===== src/rtl/hazard_ctrl_if.sv =====
// Hazard controller interface.
// Groups the ID/EX hazard-detection inputs and the pipeline control outputs.
//   master : pipeline side, drives instruction fields and branch result and
//            receives the stall/flush controls.
//   slave  : hazard controller, the reverse of master.
// Handshake: no valid/ready pair here. Every signal is level-sensitive and
// describes the current cycle. The controls take effect at the next rising
// clock edge.
interface hazard_ctrl_if #(
  parameter int REG_AW = 5
);
  logic [REG_AW-1:0] ifid_rs;
  logic [REG_AW-1:0] ifid_rt;
  logic              ifid_uses_rt;
  logic              ifid_is_md;
  logic              ifid_reads_hilo;
  logic [REG_AW-1:0] idex_rt;
  logic              idex_mem_read;
  logic              ex_branch_taken;
  logic              pc_wr;
  logic              ifid_wr;
  logic              idex_bubble;
  logic              ifid_flush;
  logic              md_busy;
  logic [1:0]        stall_state;

  modport master (
    output ifid_rs, ifid_rt, ifid_uses_rt, ifid_is_md, ifid_reads_hilo,
           idex_rt, idex_mem_read, ex_branch_taken,
    input  pc_wr, ifid_wr, idex_bubble, ifid_flush, md_busy, stall_state
  );

  modport slave (
    input  ifid_rs, ifid_rt, ifid_uses_rt, ifid_is_md, ifid_reads_hilo,
           idex_rt, idex_mem_read, ex_branch_taken,
    output pc_wr, ifid_wr, idex_bubble, ifid_flush, md_busy, stall_state
  );
endinterface


===== src/rtl/hazard_ctrl_unit.sv =====
// Pipeline hazard controller for the 5-stage pipeline. It sits in ID.
// It detects load-use hazards and inserts LOAD_STALL bubbles. It tracks the
// multi-cycle MUL/DIV unit and stalls dependent MUL/DIV or MFHI/MFLO
// instructions until the unit is idle. It flushes IF/ID on a taken branch.
// Ports:
//   clk  : pipeline clock
//   rst  : synchronous active-high reset
//   hif  : hazard_ctrl_if.slave. It carries the ID/EX fields in and drives
//          pc_wr, ifid_wr, idex_bubble, ifid_flush, md_busy and
//          stall_state (0 IDLE, 1 LD_STALL, 2 MD_WAIT) out.
module hazard_ctrl_unit #(
  parameter int REG_AW     = 5,
  parameter int LOAD_STALL = 1,
  parameter int MD_LAT     = 8,
  parameter int CNT_W      = 8
) (
  input  logic          clk,
  input  logic          rst,
  hazard_ctrl_if.slave  hif
);

  typedef enum logic [1:0] {
    IDLE     = 2'd0,
    LD_STALL = 2'd1,
    MD_WAIT  = 2'd2
  } state_t;

  localparam logic [CNT_W-1:0] LD_INIT = CNT_W'(LOAD_STALL - 1);
  localparam logic [CNT_W-1:0] MD_INIT = CNT_W'(MD_LAT);
  localparam logic [CNT_W-1:0] ONE     = CNT_W'(1);

  state_t           state_q, state_d;
  logic [CNT_W-1:0] ld_cnt_q, ld_cnt_d;
  logic [CNT_W-1:0] md_cnt_q, md_cnt_d;

  logic lu, mh, md_busy_int, stall, flush;

  always_comb begin
    md_busy_int = (md_cnt_q != '0);
    lu = hif.idex_mem_read && (hif.idex_rt != '0) &&
         ((hif.idex_rt == hif.ifid_rs) ||
          (hif.ifid_uses_rt && (hif.idex_rt == hif.ifid_rt)));
    mh = md_busy_int && (hif.ifid_is_md || hif.ifid_reads_hilo);

    state_d  = state_q;
    ld_cnt_d = (ld_cnt_q != '0) ? ld_cnt_q - ONE : ld_cnt_q;
    md_cnt_d = (md_cnt_q != '0) ? md_cnt_q - ONE : md_cnt_q;
    stall    = 1'b0;
    flush    = 1'b0;

    if (hif.ex_branch_taken) begin
      // The stalled ID instruction is squashed, so any pending wait is moot.
      // md_cnt keeps counting because the MUL/DIV already issued.
      flush    = 1'b1;
      state_d  = IDLE;
      ld_cnt_d = '0;
    end else begin
      case (state_q)
        IDLE: begin
          if (lu) begin
            stall = 1'b1;
            if (LOAD_STALL > 1) begin
              state_d  = LD_STALL;
              ld_cnt_d = LD_INIT;
            end
          end else if (mh) begin
            stall = 1'b1;
            // With one busy cycle left, this stall is the last one. Staying
            // in IDLE avoids an extra bubble once md_cnt reaches zero.
            if (md_cnt_q > ONE) state_d = MD_WAIT;
          end
        end
        LD_STALL: begin
          stall = 1'b1;
          if (ld_cnt_q <= ONE) state_d = IDLE;
        end
        MD_WAIT: begin
          stall = 1'b1;
          if (md_cnt_q <= ONE) state_d = IDLE;
        end
        default: state_d = IDLE;
      endcase
    end

    if (hif.ifid_is_md && !stall && !flush) md_cnt_d = MD_INIT;
  end

  always_ff @(posedge clk) begin
    if (rst) begin
      state_q  <= IDLE;
      ld_cnt_q <= '0;
      md_cnt_q <= '0;
    end else begin
      state_q  <= state_d;
      ld_cnt_q <= ld_cnt_d;
      md_cnt_q <= md_cnt_d;
    end
  end

  always_comb begin
    hif.stall_state = state_q;
    hif.md_busy     = !rst && md_busy_int;
    if (rst) begin
      hif.pc_wr       = 1'b0;
      hif.ifid_wr     = 1'b0;
      hif.idex_bubble = 1'b1;
      hif.ifid_flush  = 1'b0;
    end else if (flush) begin
      hif.pc_wr       = 1'b1;
      hif.ifid_wr     = 1'b1;
      hif.idex_bubble = 1'b1;
      hif.ifid_flush  = 1'b1;
    end else if (stall) begin
      hif.pc_wr       = 1'b0;
      hif.ifid_wr     = 1'b0;
      hif.idex_bubble = 1'b1;
      hif.ifid_flush  = 1'b0;
    end else begin
      hif.pc_wr       = 1'b1;
      hif.ifid_wr     = 1'b1;
      hif.idex_bubble = 1'b0;
      hif.ifid_flush  = 1'b0;
    end
  end

endmodule

===== src/flat_wrapper.sv =====
// flat-port wrapper written by rule: the top's interface ports become plain ports
module hazard_ctrl_unit_flat 
#(
  parameter int REG_AW     = 5,
  parameter int LOAD_STALL = 1,
  parameter int MD_LAT     = 8,
  parameter int CNT_W      = 8
)
  (clk, rst, hif_ifid_rs, hif_ifid_rt, hif_ifid_uses_rt, hif_ifid_is_md, hif_ifid_reads_hilo, hif_idex_rt, hif_idex_mem_read, hif_ex_branch_taken, hif_pc_wr, hif_ifid_wr, hif_idex_bubble, hif_ifid_flush, hif_md_busy, hif_stall_state);
  hazard_ctrl_if #(.REG_AW(REG_AW)) hif_i ();
  input  logic clk;
  input  logic rst;
  input wire logic [$bits(hif_i.ifid_rs)-1:0] hif_ifid_rs;
  input wire logic [$bits(hif_i.ifid_rt)-1:0] hif_ifid_rt;
  input wire logic [$bits(hif_i.ifid_uses_rt)-1:0] hif_ifid_uses_rt;
  input wire logic [$bits(hif_i.ifid_is_md)-1:0] hif_ifid_is_md;
  input wire logic [$bits(hif_i.ifid_reads_hilo)-1:0] hif_ifid_reads_hilo;
  input wire logic [$bits(hif_i.idex_rt)-1:0] hif_idex_rt;
  input wire logic [$bits(hif_i.idex_mem_read)-1:0] hif_idex_mem_read;
  input wire logic [$bits(hif_i.ex_branch_taken)-1:0] hif_ex_branch_taken;
  output wire logic [$bits(hif_i.pc_wr)-1:0] hif_pc_wr;
  output wire logic [$bits(hif_i.ifid_wr)-1:0] hif_ifid_wr;
  output wire logic [$bits(hif_i.idex_bubble)-1:0] hif_idex_bubble;
  output wire logic [$bits(hif_i.ifid_flush)-1:0] hif_ifid_flush;
  output wire logic [$bits(hif_i.md_busy)-1:0] hif_md_busy;
  output wire logic [$bits(hif_i.stall_state)-1:0] hif_stall_state;
  assign hif_i.ifid_rs = hif_ifid_rs;
  assign hif_i.ifid_rt = hif_ifid_rt;
  assign hif_i.ifid_uses_rt = hif_ifid_uses_rt;
  assign hif_i.ifid_is_md = hif_ifid_is_md;
  assign hif_i.ifid_reads_hilo = hif_ifid_reads_hilo;
  assign hif_i.idex_rt = hif_idex_rt;
  assign hif_i.idex_mem_read = hif_idex_mem_read;
  assign hif_i.ex_branch_taken = hif_ex_branch_taken;
  assign hif_pc_wr = hif_i.pc_wr;
  assign hif_ifid_wr = hif_i.ifid_wr;
  assign hif_idex_bubble = hif_i.idex_bubble;
  assign hif_ifid_flush = hif_i.ifid_flush;
  assign hif_md_busy = hif_i.md_busy;
  assign hif_stall_state = hif_i.stall_state;
  hazard_ctrl_unit #(.REG_AW(REG_AW), .LOAD_STALL(LOAD_STALL), .MD_LAT(MD_LAT), .CNT_W(CNT_W)) u_core (.clk(clk), .rst(rst), .hif(hif_i));
endmodule

===== config.mk =====
export PLATFORM = sky130hd
export DESIGN_NAME = hazard_ctrl_unit_flat
export DESIGN_NICKNAME = d
export VERILOG_FILES = /design/src/rtl/hazard_ctrl_if.sv /design/src/rtl/hazard_ctrl_unit.sv /design/src/flat_wrapper.sv
export SDC_FILE = /design/constraint.sdc
export NUM_CORES = 1
export LEC_CHECK = 0
export ABC_AREA = 1
export BUFFER_PORTS_ARGS = -buffer_cell sky130_fd_sc_hd__buf_2
export CAP_MARGIN = 10
export CORE_UTILIZATION = 51
export CTS_CLUSTER_DIAMETER = 40
export DETAILED_ROUTE_END_ITERATION = 10
export GPL_ROUTABILITY_DRIVEN = 1
export PLACE_DENSITY = 0.83
export SYNTH_ARGS = -nofsm -noshare
export SYNTH_HDL_FRONTEND = slang
export SYNTH_SLANG_ARGS = --single-unit

===== constraint.sdc =====
create_clock -name clk -period 2.5 [get_ports clk]
set_clock_uncertainty 0.2 [all_clocks]
set_input_delay 0 -clock clk [delete_from_list [all_inputs] [get_ports clk]]
set_output_delay 0 -clock clk [all_outputs]
set_load 0.02 [all_outputs]

==> flow_summary.yaml <==
timing:
  finalSetupViolCount: 0
  rsz0062_at_grt: "false"
  hold_viol: 0
  maxClockFrequency_ghz: 0.4665
  fin_setup_tns_ns: 0
  min_period_over_period: 0.8575
  maxSlewViolCount: 0
  fin_crit_ns: 2.144
cells_and_area:
  final_cell_mix: "nand2_1, buf_2, inv_1"
  drive_gt1_frac: 0.2658
  final_cells: 173
  layout_commonest_cell: "nand2_1"
  nets: 183
  antennaDiodeCount: 0
  syn2layout_area_growth_pct: 26.28
  utilization: 0.7216
route:
  vias: 815
  wirelength_um: 1679
  wire_per_inst_um: 9.705
  drt_iter0_markers: 10
  postRouteAntennaNets: 0
  first_pass_iters: 5
  via_per_inst: 4.711
  drc: 0
hold_path:
  hold_depth: 6
  hold_path_class: "input port to flop"
  hold_start: "hif_idex_mem_read"
  min_to: "u_core.hif.stall_state[1]"
logic_synthesis:
  yosys-top-cells-area: "dfxtp_1, nand2_1, inv_1"
  syn-num-nets: 149
  synth_cell_types: 22
  yosys_warnings: 0
  synth_top_area_frac: 0.2308
  ys_ff_latch: 9
  ys_seq_area_frac: 0.2308
  synth_cells: 125
  yosysTopAreaCell: "dfxtp_1"
  avgSynthCellArea_um2: 6.246
  syn_area_um2: 780.7
worst_setup_path:
  cp-end-kind: "flop"
  crit_top_cell: "nor2_8"
  r2r_end: "u_core.md_cnt_q[3]"
  cp_max_fo: 6
  cp.required_ns: 2.51
  cp_slowest_cell: "dlygate4sd3_1"
  startpoint_type: "flop"
  crit_path_cell_trace: "inv_1, ha_1, nand2_4, nor2_8, nor2_4, nor2_8, nand4_1, dlygate4sd3_1, nand2_1"
  cp_top_family: "buffers and inverters"
  regToRegStartpoint: "u_core.md_cnt_q[0]"
  reg2reg_slack_ns: 0.36
  critPathMaxStageDelay_ns: 0.57
  worstPathArrival_ns: 2.16
  critPathKind: "flop to flop"
  r2r_cells: 9
  crit_buf_inv: 2
power_and_ir_drop:
  p_clk_frac: 0.113
  internal_power_uw: 507.3
  leakage_nw: 0.5752
  power_frac_comb: 0.622
  powerDensity_mw_per_mm2: 999.8
  sw_frac_of_total: 0.4854
  p_seq_frac: 0.266
  p_sw_uw: 478.4
  ir_drop_mv: 0.7218
clocking:
  cts_num_sinks: 9
  ctsHtreeMaxLevel: 1
  ctsResizeCount: 0
  cts_buffers: 3
  clock_path_buffers: 2
  path_clk_slew_ns: 0.06
  root_buffer: "clkbuf_4"
  cts_tree: "yes"
  clkLatencyLatePin_ns: 0.26
grt:
  grt_pass1_wl_um: 2766
  antenna_found_initial: 0
  grt-ovfl-total: 0
  grt_usage: 0.2478
  grt_max_degree: 7
  grt_pass1_vias: 749
floorplanning:
  floorplan.die_area_mm2: 0.001691
  fp.coreArea_mm2: 0.001366
  fp.dieH_um: 41.13
  rows: 13
  fp.dieW_um: 41.13
  initial_core_util: 0.5714
  io_pins: 29
placement:
  place_hpwl_um: 1333
  gp_congestion: 0.7453
  numPortBuffers: 27
  place_inst: 165
status:
  status: "complete, no violations"
run:
  drv_cap: 0
sequential cells by signal, summed over array words and instances, names as in the netlist:
| name | cells |
|---|---|
| u_core.hif.stall_state | 1 |
| u_core.md_cnt_q | 8 |
worst register-to-register path, cell delays in order (launching register included):
cell,delay (ns)
dfxtp_1,0.33
inv_1,0.12
ha_1,0.26
nand2_4,0.10
nor2_8,0.18
nor2_4,0.06
nor2_8,0.11
nand4_1,0.10
dlygate4sd3_1,0.57
nand2_1,0.06
cell families (layout without fill, tap and decap cells):
| group | Yosys count | in the layout | share of synthesized area |
|---|---|---|---|
| AO/OA/AOI/OAI | 7 | 7 | 0.04968 |
| XOR/XNOR | 7 | 7 | 0.07853 |
| adder cells (fa/ha/maj) | 2 | 2 | 0.03205 |
| buffers and inverters | 25 | 58 | 0.1298 |
| flip-flops | 9 | 9 | 0.2308 |
| other | 1 | 1 | 0.004803 |
| AND/OR/NAND/NOR | 74 | 74 | 0.4744 |
metal layers:
metal  vias to the layer above  track usage  wire length, µm
met5                         -            0                0
met4                         0      0.04032               19
met3                         4       0.1087              106
met2                        25       0.4336              797
met1                       347       0.2792              756
li1                        439            -                -
Yosys cell counts:
cell,n
nand3_2,1
a21oi_1,2
nor2_1,20
nand2_1,35
nand4_1,4
xor2_1,2
conb_1,1
nor2_4,3
nor3_1,1
xnor2_1,5
nand3_1,4
a21oi_2,1
dfxtp_1,9
inv_2,1
nand2_2,2
inv_1,22
buf_4,2
nor2_8,2
nor2_2,1
nand2_4,1
o21ai_0,4
ha_1,2
layout make-up:
cell class / instances / area, µm²
flip-flops and latches: 9 / 180.2
well taps: 15 / 18.77
repair buffers: 31 / 175.2
fillers: 118 / 380.4
inverters: 23 / 86.33
clock buffers: 4 / 26.28
multi-input cells: 91 / 499.2
power groups by stage:
stage | logic (mW) | registers [mW] | clock network (mW)
5_1_grt | 0.681 | 0.267 | 0.123
2_1_floorplan | 0.495 | 0.256 | 0
4_1_cts | 0.612 | 0.260 | 0.114
6_report | 0.613 | 0.262 | 0.111
3_5_place_dp | 0.604 | 0.262 | 0
3_3_place_gp | 0.585 | 0.259 | 0
what timing repair did:
item	4_1_cts	5_1_grt
endpoints found under the hold margin	9	0
buffers inserted	0	0
hold buffers	4	0
how the worst max path moves through the flow:
stage | slack [ns] | start | to | depth (start not counted)
2_1_floorplan | 0.69 | u_core.md_cnt_q[0] | hif_pc_wr | 9
3_3_place_gp | 0.82 | u_core.md_cnt_q[0] | hif_pc_wr | 9
3_5_place_dp | 0.77 | u_core.md_cnt_q[0] | hif_ifid_wr | 9
4_1_cts | 0.37 | u_core.md_cnt_q[0] | u_core.md_cnt_q[3] | 9
5_1_grt | 0.23 | u_core.md_cnt_q[0] | u_core.md_cnt_q[3] | 9
6_report | 0.36 | u_core.md_cnt_q[0] | u_core.md_cnt_q[3] | 9
stage by stage:
step           power [mW]  cell area (µm²)  setup slack [ns]  hold slack, ns
2_1_floorplan      0.7513            780.7            0.6906         -0.1597
3_3_place_gp       0.8447            919.6            0.8176          0.1270
3_5_place_dp       0.8664            919.6            0.7736          0.1396
4_1_cts            0.9859            985.9            0.3699         0.05566
5_1_grt             1.071            985.9            0.2331          0.1480
6_report           0.9857            985.9            0.3562         0.07176
Note: power is estimated with default switching activity, not from simulation.
